$ cat src/rtl/multicycle_control_if.sv
// Control bundle between the multi-cycle control FSM and the RV32I datapath.
// Plain level signals, no valid/ready: opcode is held stable by the IR from ID onward, and every strobe is a per-cycle level.
interface multicycle_control_if;
  logic [6:0] opcode;
  logic       alu_bcond;
  logic       pc_write;
  logic       pc_writenotcond;
  logic       pc_source;
  logic       i_or_d;
  logic       mem_read;
  logic       mem_write;
  logic       ir_write;
  logic       mem_to_reg;
  logic       reg_write;
  logic       alu_src_a;
  logic [1:0] alu_src_b;
  logic [1:0] alu_op;
  logic       is_halted;

  modport master (
    input  opcode, alu_bcond,
    output pc_write, pc_writenotcond, pc_source, i_or_d, mem_read, mem_write,
           ir_write, mem_to_reg, reg_write, alu_src_a, alu_src_b, alu_op, is_halted
  );

  modport slave (
    output opcode, alu_bcond,
    input  pc_write, pc_writenotcond, pc_source, i_or_d, mem_read, mem_write,
           ir_write, mem_to_reg, reg_write, alu_src_a, alu_src_b, alu_op, is_halted
  );
endinterface

$ cat src/rtl/multicycle_control.sv
// RV32I multi-cycle control FSM: steers PC, memory, IR, register file and ALU muxes.
// Memory accesses in IF and MEM are held for MEM_LATENCY cycles by a wait counter.
module multicycle_control #(
  parameter int MEM_LATENCY = 1
) (
  input  logic                         clk,
  input  logic                         reset,
  multicycle_control_if.master         bus,
  output logic [2:0]                   debug_state_o,
  output logic [$clog2(MEM_LATENCY):0] debug_cnt_o
);
  localparam int CW = $clog2(MEM_LATENCY) + 1;
  localparam logic [CW-1:0] LAST = CW'(MEM_LATENCY - 1);
  localparam logic [CW-1:0] ONE  = CW'(1);

  typedef enum logic [2:0] {
    S_IF = 3'd0, S_ID = 3'd1, S_EX = 3'd2, S_MEM = 3'd3,
    S_WB = 3'd4, S_BR = 3'd5, S_HALT = 3'd6
  } state_e;

  typedef enum logic [2:0] {
    C_NONE, C_R, C_I, C_LOAD, C_STORE, C_BRANCH, C_JAL, C_JALR
  } cls_e;

  typedef struct packed {
    logic       is_halted;
    logic       pc_write;
    logic       pc_writenotcond;
    logic       pc_source;
    logic       i_or_d;
    logic       mem_read;
    logic       mem_write;
    logic       ir_write;
    logic       mem_to_reg;
    logic       reg_write;
    logic       alu_src_a;
    logic [1:0] alu_src_b;
    logic [1:0] alu_op;
  } ctl_t;

  state_e        state_q, state_d;
  cls_e          cls_q, cls_d;
  logic [CW-1:0] cnt_q, cnt_d;
  ctl_t          out_q;

  function automatic cls_e classify(logic [6:0] op);
    case (op)
      7'b0110011: return C_R;
      7'b0010011: return C_I;
      7'b0000011: return C_LOAD;
      7'b0100011: return C_STORE;
      7'b1100011: return C_BRANCH;
      7'b1101111: return C_JAL;
      7'b1100111: return C_JALR;
      default:    return C_NONE;
    endcase
  endfunction

  function automatic ctl_t decode(state_e s, cls_e c, logic last);
    ctl_t o;
    o = '0;
    case (s)
      S_IF: begin
        o.mem_read = 1'b1;
        o.ir_write = last;
      end
      S_ID: o.alu_src_b = 2'd1;
      S_EX: begin
        case (c)
          C_R:     begin o.alu_src_a = 1'b1; o.alu_op = 2'd2; end
          C_I:     begin o.alu_src_a = 1'b1; o.alu_src_b = 2'd2; o.alu_op = 2'd2; end
          C_LOAD,
          C_STORE: begin o.alu_src_a = 1'b1; o.alu_src_b = 2'd2; end
          C_BRANCH: begin
            o.alu_src_a = 1'b1; o.alu_op = 2'd1;
            o.pc_writenotcond = 1'b1; o.pc_source = 1'b1;
          end
          C_JAL,
          C_JALR: begin
            o.alu_src_a = (c == C_JALR); o.alu_src_b = 2'd2;
            o.pc_write = 1'b1; o.reg_write = 1'b1;
          end
          // Unrecognised opcodes skip to the next instruction using the PC+4 left in ALUOut.
          default: begin o.pc_write = 1'b1; o.pc_source = 1'b1; end
        endcase
      end
      S_MEM: begin
        o.i_or_d    = 1'b1;
        o.mem_read  = (c == C_LOAD);
        o.mem_write = (c == C_STORE);
      end
      S_WB: begin
        o.alu_src_b  = 2'd1;
        o.pc_write   = 1'b1;
        o.reg_write  = (c == C_R) || (c == C_I) || (c == C_LOAD);
        o.mem_to_reg = (c == C_LOAD);
      end
      S_BR: begin
        o.alu_src_b = 2'd2;
        o.pc_write  = 1'b1;
      end
      S_HALT:  o.is_halted = 1'b1;
      default: o = '0;
    endcase
    return o;
  endfunction

  // Counter defaults to zero so every entry into IF or MEM starts a fresh access.
  always_comb begin
    state_d = state_q;
    cls_d   = cls_q;
    cnt_d   = '0;
    case (state_q)
      S_IF: begin
        if (cnt_q == LAST) state_d = S_ID;
        else               cnt_d   = cnt_q + ONE;
      end
      S_ID: begin
        if (bus.opcode == 7'b1110011) begin
          state_d = S_HALT;
        end else begin
          state_d = S_EX;
          cls_d   = classify(bus.opcode);
        end
      end
      S_EX: begin
        case (cls_q)
          C_R, C_I:        state_d = S_WB;
          C_LOAD, C_STORE: state_d = S_MEM;
          C_BRANCH:        state_d = bus.alu_bcond ? S_BR : S_IF;
          default:         state_d = S_IF;
        endcase
      end
      S_MEM: begin
        if (cnt_q == LAST) state_d = S_WB;
        else               cnt_d   = cnt_q + ONE;
      end
      S_WB:    state_d = S_IF;
      S_BR:    state_d = S_IF;
      S_HALT:  state_d = S_HALT;
      default: state_d = S_IF;
    endcase
  end

  // Outputs are registered from the next-state values so they line up with the state they describe.
  always_ff @(posedge clk or negedge reset) begin
    if (!reset) begin
      state_q <= S_IF;
      cls_q   <= C_NONE;
      cnt_q   <= '0;
      out_q   <= decode(S_IF, C_NONE, LAST == '0);
    end else begin
      state_q <= state_d;
      cls_q   <= cls_d;
      cnt_q   <= cnt_d;
      out_q   <= decode(state_d, cls_d, cnt_d == LAST);
    end
  end

  assign bus.is_halted       = out_q.is_halted;
  assign bus.pc_write        = out_q.pc_write;
  assign bus.pc_writenotcond = out_q.pc_writenotcond;
  assign bus.pc_source       = out_q.pc_source;
  assign bus.i_or_d          = out_q.i_or_d;
  assign bus.mem_read        = out_q.mem_read;
  assign bus.mem_write       = out_q.mem_write;
  assign bus.ir_write        = out_q.ir_write;
  assign bus.mem_to_reg      = out_q.mem_to_reg;
  assign bus.reg_write       = out_q.reg_write;
  assign bus.alu_src_a       = out_q.alu_src_a;
  assign bus.alu_src_b       = out_q.alu_src_b;
  assign bus.alu_op          = out_q.alu_op;

  assign debug_state_o = state_q;
  assign debug_cnt_o   = cnt_q;
endmodule

$ cat src/flat_wrapper.sv
// flat-port wrapper written by rule: the top's interface ports become plain ports
module multicycle_control_flat 
#(
  parameter int MEM_LATENCY = 1
)
  (clk, reset, debug_state_o, debug_cnt_o, bus_opcode, bus_alu_bcond, bus_pc_write, bus_pc_writenotcond, bus_pc_source, bus_i_or_d, bus_mem_read, bus_mem_write, bus_ir_write, bus_mem_to_reg, bus_reg_write, bus_alu_src_a, bus_alu_src_b, bus_alu_op, bus_is_halted);
  multicycle_control_if bus_i ();
  input  logic clk;
  input  logic reset;
  output logic [2:0] debug_state_o;
  output logic [$clog2(MEM_LATENCY):0] debug_cnt_o;
  input wire logic [$bits(bus_i.opcode)-1:0] bus_opcode;
  input wire logic [$bits(bus_i.alu_bcond)-1:0] bus_alu_bcond;
  output wire logic [$bits(bus_i.pc_write)-1:0] bus_pc_write;
  output wire logic [$bits(bus_i.pc_writenotcond)-1:0] bus_pc_writenotcond;
  output wire logic [$bits(bus_i.pc_source)-1:0] bus_pc_source;
  output wire logic [$bits(bus_i.i_or_d)-1:0] bus_i_or_d;
  output wire logic [$bits(bus_i.mem_read)-1:0] bus_mem_read;
  output wire logic [$bits(bus_i.mem_write)-1:0] bus_mem_write;
  output wire logic [$bits(bus_i.ir_write)-1:0] bus_ir_write;
  output wire logic [$bits(bus_i.mem_to_reg)-1:0] bus_mem_to_reg;
  output wire logic [$bits(bus_i.reg_write)-1:0] bus_reg_write;
  output wire logic [$bits(bus_i.alu_src_a)-1:0] bus_alu_src_a;
  output wire logic [$bits(bus_i.alu_src_b)-1:0] bus_alu_src_b;
  output wire logic [$bits(bus_i.alu_op)-1:0] bus_alu_op;
  output wire logic [$bits(bus_i.is_halted)-1:0] bus_is_halted;
  assign bus_i.opcode = bus_opcode;
  assign bus_i.alu_bcond = bus_alu_bcond;
  assign bus_pc_write = bus_i.pc_write;
  assign bus_pc_writenotcond = bus_i.pc_writenotcond;
  assign bus_pc_source = bus_i.pc_source;
  assign bus_i_or_d = bus_i.i_or_d;
  assign bus_mem_read = bus_i.mem_read;
  assign bus_mem_write = bus_i.mem_write;
  assign bus_ir_write = bus_i.ir_write;
  assign bus_mem_to_reg = bus_i.mem_to_reg;
  assign bus_reg_write = bus_i.reg_write;
  assign bus_alu_src_a = bus_i.alu_src_a;
  assign bus_alu_src_b = bus_i.alu_src_b;
  assign bus_alu_op = bus_i.alu_op;
  assign bus_is_halted = bus_i.is_halted;
  multicycle_control #(.MEM_LATENCY(MEM_LATENCY)) u_core (.clk(clk), .reset(reset), .bus(bus_i), .debug_state_o(debug_state_o), .debug_cnt_o(debug_cnt_o));
endmodule
$ cat config.mk
export PLATFORM = sky130hd
export DESIGN_NAME = multicycle_control_flat
export DESIGN_NICKNAME = d
export VERILOG_FILES = /design/src/rtl/multicycle_control_if.sv /design/src/rtl/multicycle_control.sv /design/src/flat_wrapper.sv
export SDC_FILE = /design/constraint.sdc
export NUM_CORES = 1
export LEC_CHECK = 0
export ABC_CLOCK_PERIOD_IN_PS = 2300
export BUFFER_PORTS_ARGS = -buffer_cell sky130_fd_sc_hd__buf_4
export CAP_MARGIN = 25
export CORE_MARGIN = 1.5
export CORE_UTILIZATION = 40
export DETAILED_ROUTE_END_ITERATION = 10
export PLACE_DENSITY = 0.68
export SLEW_MARGIN = 0
export SYNTH_ARGS = -nofsm -noshare
export SYNTH_HDL_FRONTEND = slang
export SYNTH_SLANG_ARGS = --single-unit
$ cat constraint.sdc
create_clock -name clk -period 2.3 [get_ports clk]
set_input_delay 0.23 -clock clk [delete_from_list [all_inputs] [get_ports clk]]
set_output_delay 0.23 -clock clk [all_outputs]
set_load 0.02 [all_outputs]
-- After elaboration in Yosys (flattened, before gate mapping)
Cells that the tools add are included.
- register bits: 22
- bits of input ports: 10
- output and inout port bits: 19
- $add $sub $neg: 1
- eq/ne operators: 30
- muxes and demuxes: 30
- bitwise operators: 1
- reduce and logical (&&, ||, !) cells: 14
- operator list (cell ; count):
    == test 3 bit, second input constant ; 10
    == test 7 bit, second input constant ; 4
    == test 3 x 2 -> 1 bit, second input constant ; 8
    one-hot mux 3 bit (7 select lines) ; 1
    2-to-1 mux 3 bit ; 6
    one-hot mux 3 bit (5 select lines) ; 1
    == test 7 x 6 -> 1 bit, second input constant ; 2
    OR reduction 2 bit ; 7
    == test 3 x 1 -> 1 bit, second input constant ; 4
    2-to-1 mux 1 bit ; 12
    OR reduction 5 bit ; 2
    one-hot mux 3 bit (3 select lines) ; 1
    one-hot mux 1 bit (2 select lines) ; 4
    == test 7 x 2 -> 1 bit, second input constant ; 1
    == test 7 x 5 -> 1 bit, second input constant ; 1
    zero test 3 bit ; 2
    2-to-1 mux 2 bit ; 3
    one-hot mux 2 bit (3 select lines) ; 1
    OR reduction 6 bit ; 1
    one-hot mux 2 bit (2 select lines) ; 1
    logical OR 1 bit ; 2
    adder 1 bit, second input constant ; 1
    inverter 1 bit ; 1

-- Depth between registers and ports, before layout
- word-level depth: 8
- gate-level depth with buffers: 6
- gate-level depth less buffers: 6

-- Least setup slack after synthesis
Ideal clock, no wire load.
- kind: register to register
- start: register u_core.state_q[0], in the netlist u_core.debug_state_o[0]
- end: register u_core.out_q, in the netlist u_core.bus.alu_src_a
- library setup time: 119 ps
- arrival time: 1682 ps
- required time: 2181 ps
- slack: 499 ps
- stages on the path, launching flop included: 6
- clock period less this slack: 1801 ps
- cell sequence: dfrtp_1 > or3b_1 > a21o_1 > a32oi_4 > o21ai_1 > and2_1
- cells in the longest elaborated chain, start to end: 6
- ends and longest elaborated chain (element ; line ; source):
    start, declared ; multicycle_control.sv:41 ; state_e state_q, state_d;
    start signal, assigned ; multicycle_control.sv:153 ; state_q <= state_d;
    == test 3 x 1 -> 1 bit ; - ;
    2-to-1 mux 3 bit ; multicycle_control.sv:113 ; case (state_q)
    == test 3 bit, or another cell as far along ; multicycle_control.sv:69 ; case (c)
    OR reduction 5 bit (no source line) / OR reduction 2 bit (equally long branches) ; - ;
    one-hot mux 1 bit (2 select lines) ; multicycle_control.sv:69 ;
    2-to-1 mux 1 bit (*) ; multicycle_control.sv:62 ; case (s)
    end signal, assigned ; multicycle_control.sv:151 ; out_q <= decode(S_IF, C_NONE, LAST == '0);
    end signal, assigned ; multicycle_control.sv:156 ; out_q <= decode(state_d, cls_d, cnt_d == LAST);
    end, declared ; multicycle_control.sv:44 ; ctl_t out_q;
Every way passes the cells marked *; elsewhere a longest branch is shown, timed or not.

-- Worst setup path in the final report
- start: register u_core.state_q[0], in the netlist u_core.debug_state_o[0]
- end: register u_core.out_q, in the netlist u_core.bus.alu_src_b[1]
- cells in the longest elaborated chain, start to end: 6
- ends and longest elaborated chain (element ; line ; source):
    == test 3 x 1 -> 1 bit (*) ; - ;
    2-to-1 mux 3 bit (*) ; multicycle_control.sv:113 ;
    named net u_core.cls_d[2] ; multicycle_control.sv:42 ; cls_e cls_q, cls_d;
    == test 3 bit / == test 3 x 2 -> 1 bit (equally long branches) ; multicycle_control.sv:69 ;
    OR reduction 5 bit (no source line) (*) ; - ;
    2-to-1 mux 2 bit (*) ; multicycle_control.sv:69 ;
    one-hot mux 2 bit (3 select lines) (*) ; multicycle_control.sv:62 ;
Mark *: on every way through the listed nets, which the timed path passes. The rest lies on a longest branch.

==> impl_results.md <==
* Status: complete, no violations
* HPWL Detailed at 1760 um
* Hold slack final at 0.327 ns
* Least-Margin Pin Slew at 0.549 ns
* NetSw at 0.769 mW
* Setup TNS at 0 ns
* Synthesized area per cell at 10.4 um^2
* Area of the core at 2450 um^2
* Register area share after synthesis at 51.5%
* Logic gate share of total power at 53.7%
* RSZ-0062 raised after global routing: false
* Worst-case clock buffer depth at 2
* Die Y at 53.6 um
* Die width at 53.6 um
* Wire per inst at 14.2 um
* Maximum VDD drop at 0.636 mV
* Final hold violations at 0
* Crit share post-route at 84.1%
* Worst Skew at 0.00271 ns
* Pre-Repair DR Iteration Count at 4
* Critical path arrival at 2.11 ns
* Layout area overhead at 26.3%
* Tot GR Track Use at 18.4%
* YS warnings at 0
* Final-report setup violation count at 0
* Clock sink count at 21
* # Post-CTS Setup Buffers at 0
* GP Congestion at 0.863
* Critical path class: flop to flop
* Root Buffer: clkbuf_4
* Tmin final at 1.93 ns
* Most frequent cells in the layout: 27 x buf_4, 19 x dfrtp_1, 7 x inv_1
* Max Cap Violations at 0
* Total power at 1.70 mW
* DR vias at 890
* Dominant synthesized flop cell: dfrtp_1
* Clk pwr share at 10.4%
* Cell row count at 18
* CP Launch Type: flop
* Fmax at 517 MHz
* Internal power at 0.931 mW
* Antenna Diode Count at 0
* Worst-path cell chain: nor3b_2 > o21ai_1 > o22ai_1 > inv_2 > a21oi_1 > o22ai_1
* CTS tree: yes
* Slew headroom at 62.9%
* Mapped Cells at 99
* DR vias/cell at 5.56
* I/O Pins at 29
* Most common cell after layout, fill and taps aside: buf_4
* CP most frequent cell: o22ai_1
* Cts hold-fix bufs at 1
* Post_cts resized at 0
* EDFF count, synth at 0
* Critical path fanouts, max at 8
* Largest net degree at the start of global routing at 22
* Asr flop ratio synth at 100%
* Fin. max-slew vios at 0
* Fin nets at 141
* Cell Pwr Density at 1310 nW/um^2
* Slowest stage delay, CP at 0.50 ns
* Remaining global-route overflow at 0
* Total of fill cells in the finished design at 225
* Worst min-delay path class: input port to async pin
* PortBufs at 27
* Post-Synthesis Net Count at 109
* Layout cell share with drive strength beyond 1 at 29.2%
* Seq cells post-synth at 21
* First-pass GRT wire length at 3710 um
* Leakage dissipation at 0.629 nW
* Final ANT Viol Nets at 0
* Clock Latency Late Sink at 0.31 ns
* Initial DRC Count at 10
* Die area at 2880 um^2
* Initial antenna violation count at 0
* Clock-pin slew on the worst setup and hold paths at 0.11 ns
* Sw Share at 45.2%
* Starting Density at 41.8%
* Crit. End Element: flop
* R2R cell count at 6
* Drc violations at 0
* Total CTS buffers at 3
* Netlist cell types at 40
* Mapped Area at 1030 um^2
* Detailed Route WL at 2270 um
* Sequential share of power at 35.9%
* Slowest-stage cell, CP: dfrtp_1
* Vias in the first global route at 799
* WP data required at 2.48 ns
* Number of H-tree levels at 1
power by group through the flow:
stage          registers (mW)  clock network [mW]  logic, mW
2_1_floorplan           0.714                   0      0.503
3_3_place_gp            0.603                   0      0.899
3_5_place_dp            0.615                   0      0.911
4_1_cts                 0.612               0.185      0.917
5_1_grt                 0.626               0.200      0.999
6_report                0.611               0.177      0.913
synth_stat cells, types with 2 or more instances:
master / instances / area share [%]
o22ai_1: 5 / 3.0
o21a_1: 2 / 1.5
dfstp_2: 2 / 5.1
o21ai_0: 4 / 2.0
dfrtp_1: 19 / 46
inv_1: 7 / 2.6
nand2b_1: 2 / 1.2
nor2_1: 6 / 2.2
nand3_1: 2 / 0.98
o21ai_1: 3 / 1.5
a21oi_1: 6 / 2.9
xnor2_1: 2 / 1.7
nor3_1: 4 / 2.0
nor2b_1: 3 / 1.8
or3b_1: 2 / 1.7
and3_1: 2 / 1.2
nand2_1: 5 / 1.8
critical path: cells and delay by family (launching register included):
kind	cells	cell delay, ns
AO/OA/AOI/OAI	4	0.90
flip-flops	1	0.50
AND/OR/NAND/NOR	1	0.30
buffers and inverters	1	0.11
routing by layer:
metal  part of all wire, %  global-route usage (%)  up-vias  routed length, um
met3                   5.9                    3.61        5                134
met2                    49                    30.2       40               1120
li1                      -                       -      426                  -
met4                   1.6                    8.97        0                 36
met1                    43                    23.2      419                983
met5                     0                       0        -                  0
logic make-up after synthesis:
| logic type | after synthesis | share of synthesized area (%) |
|---|---|---|
| flops | 21 | 51.5 |
| buf+inv | 9 | 3.66 |
| xor+xnor | 2 | 1.71 |
| compound gates | 29 | 20.2 |
| other cells | 1 | 0.366 |
| simple gates | 37 | 22.6 |
stage by stage:
step	cell area (um^2)	cells	worst slack (ns)	util [%]
2_1_floorplan	1030	99	0.499	-
3_3_place_gp	1260	155	0.425	51.3
3_5_place_dp	1260	155	0.395	51.3
4_1_cts	1300	160	0.356	52.8
5_1_grt	1300	160	0.183	52.8
6_report	1300	160	0.365	52.8
worst paths after layout:
check                                        start                 endpoint  slack [ns]
min                                          reset      u_core.bus.pc_write        0.33
max                        u_core.debug_state_o[0]  u_core.bus.alu_src_b[1]        0.37
max reg2reg                u_core.debug_state_o[0]  u_core.bus.alu_src_b[1]        0.37
min in group clk                     bus_opcode[5]     u_core.bus.alu_op[1]        0.34
max in group asynchronous                    reset      u_core.bus.mem_read        1.71
min reg2reg                u_core.debug_state_o[1]  u_core.bus.alu_src_b[0]        0.66
cell type report:
type,count,area [um^2],area share [%]
Tap cell,30,37.5,2.90
Sequential cell,21,528,40.7
Multi-Input combinational cell,69,460,35.5
Inverter,8,30.0,2.32
Timing Repair Buffer,28,213,16.4
Clock inverter,1,5.00,0.386
Clock buffer,3,22.5,1.74
(Power assumes the default switching activity.)
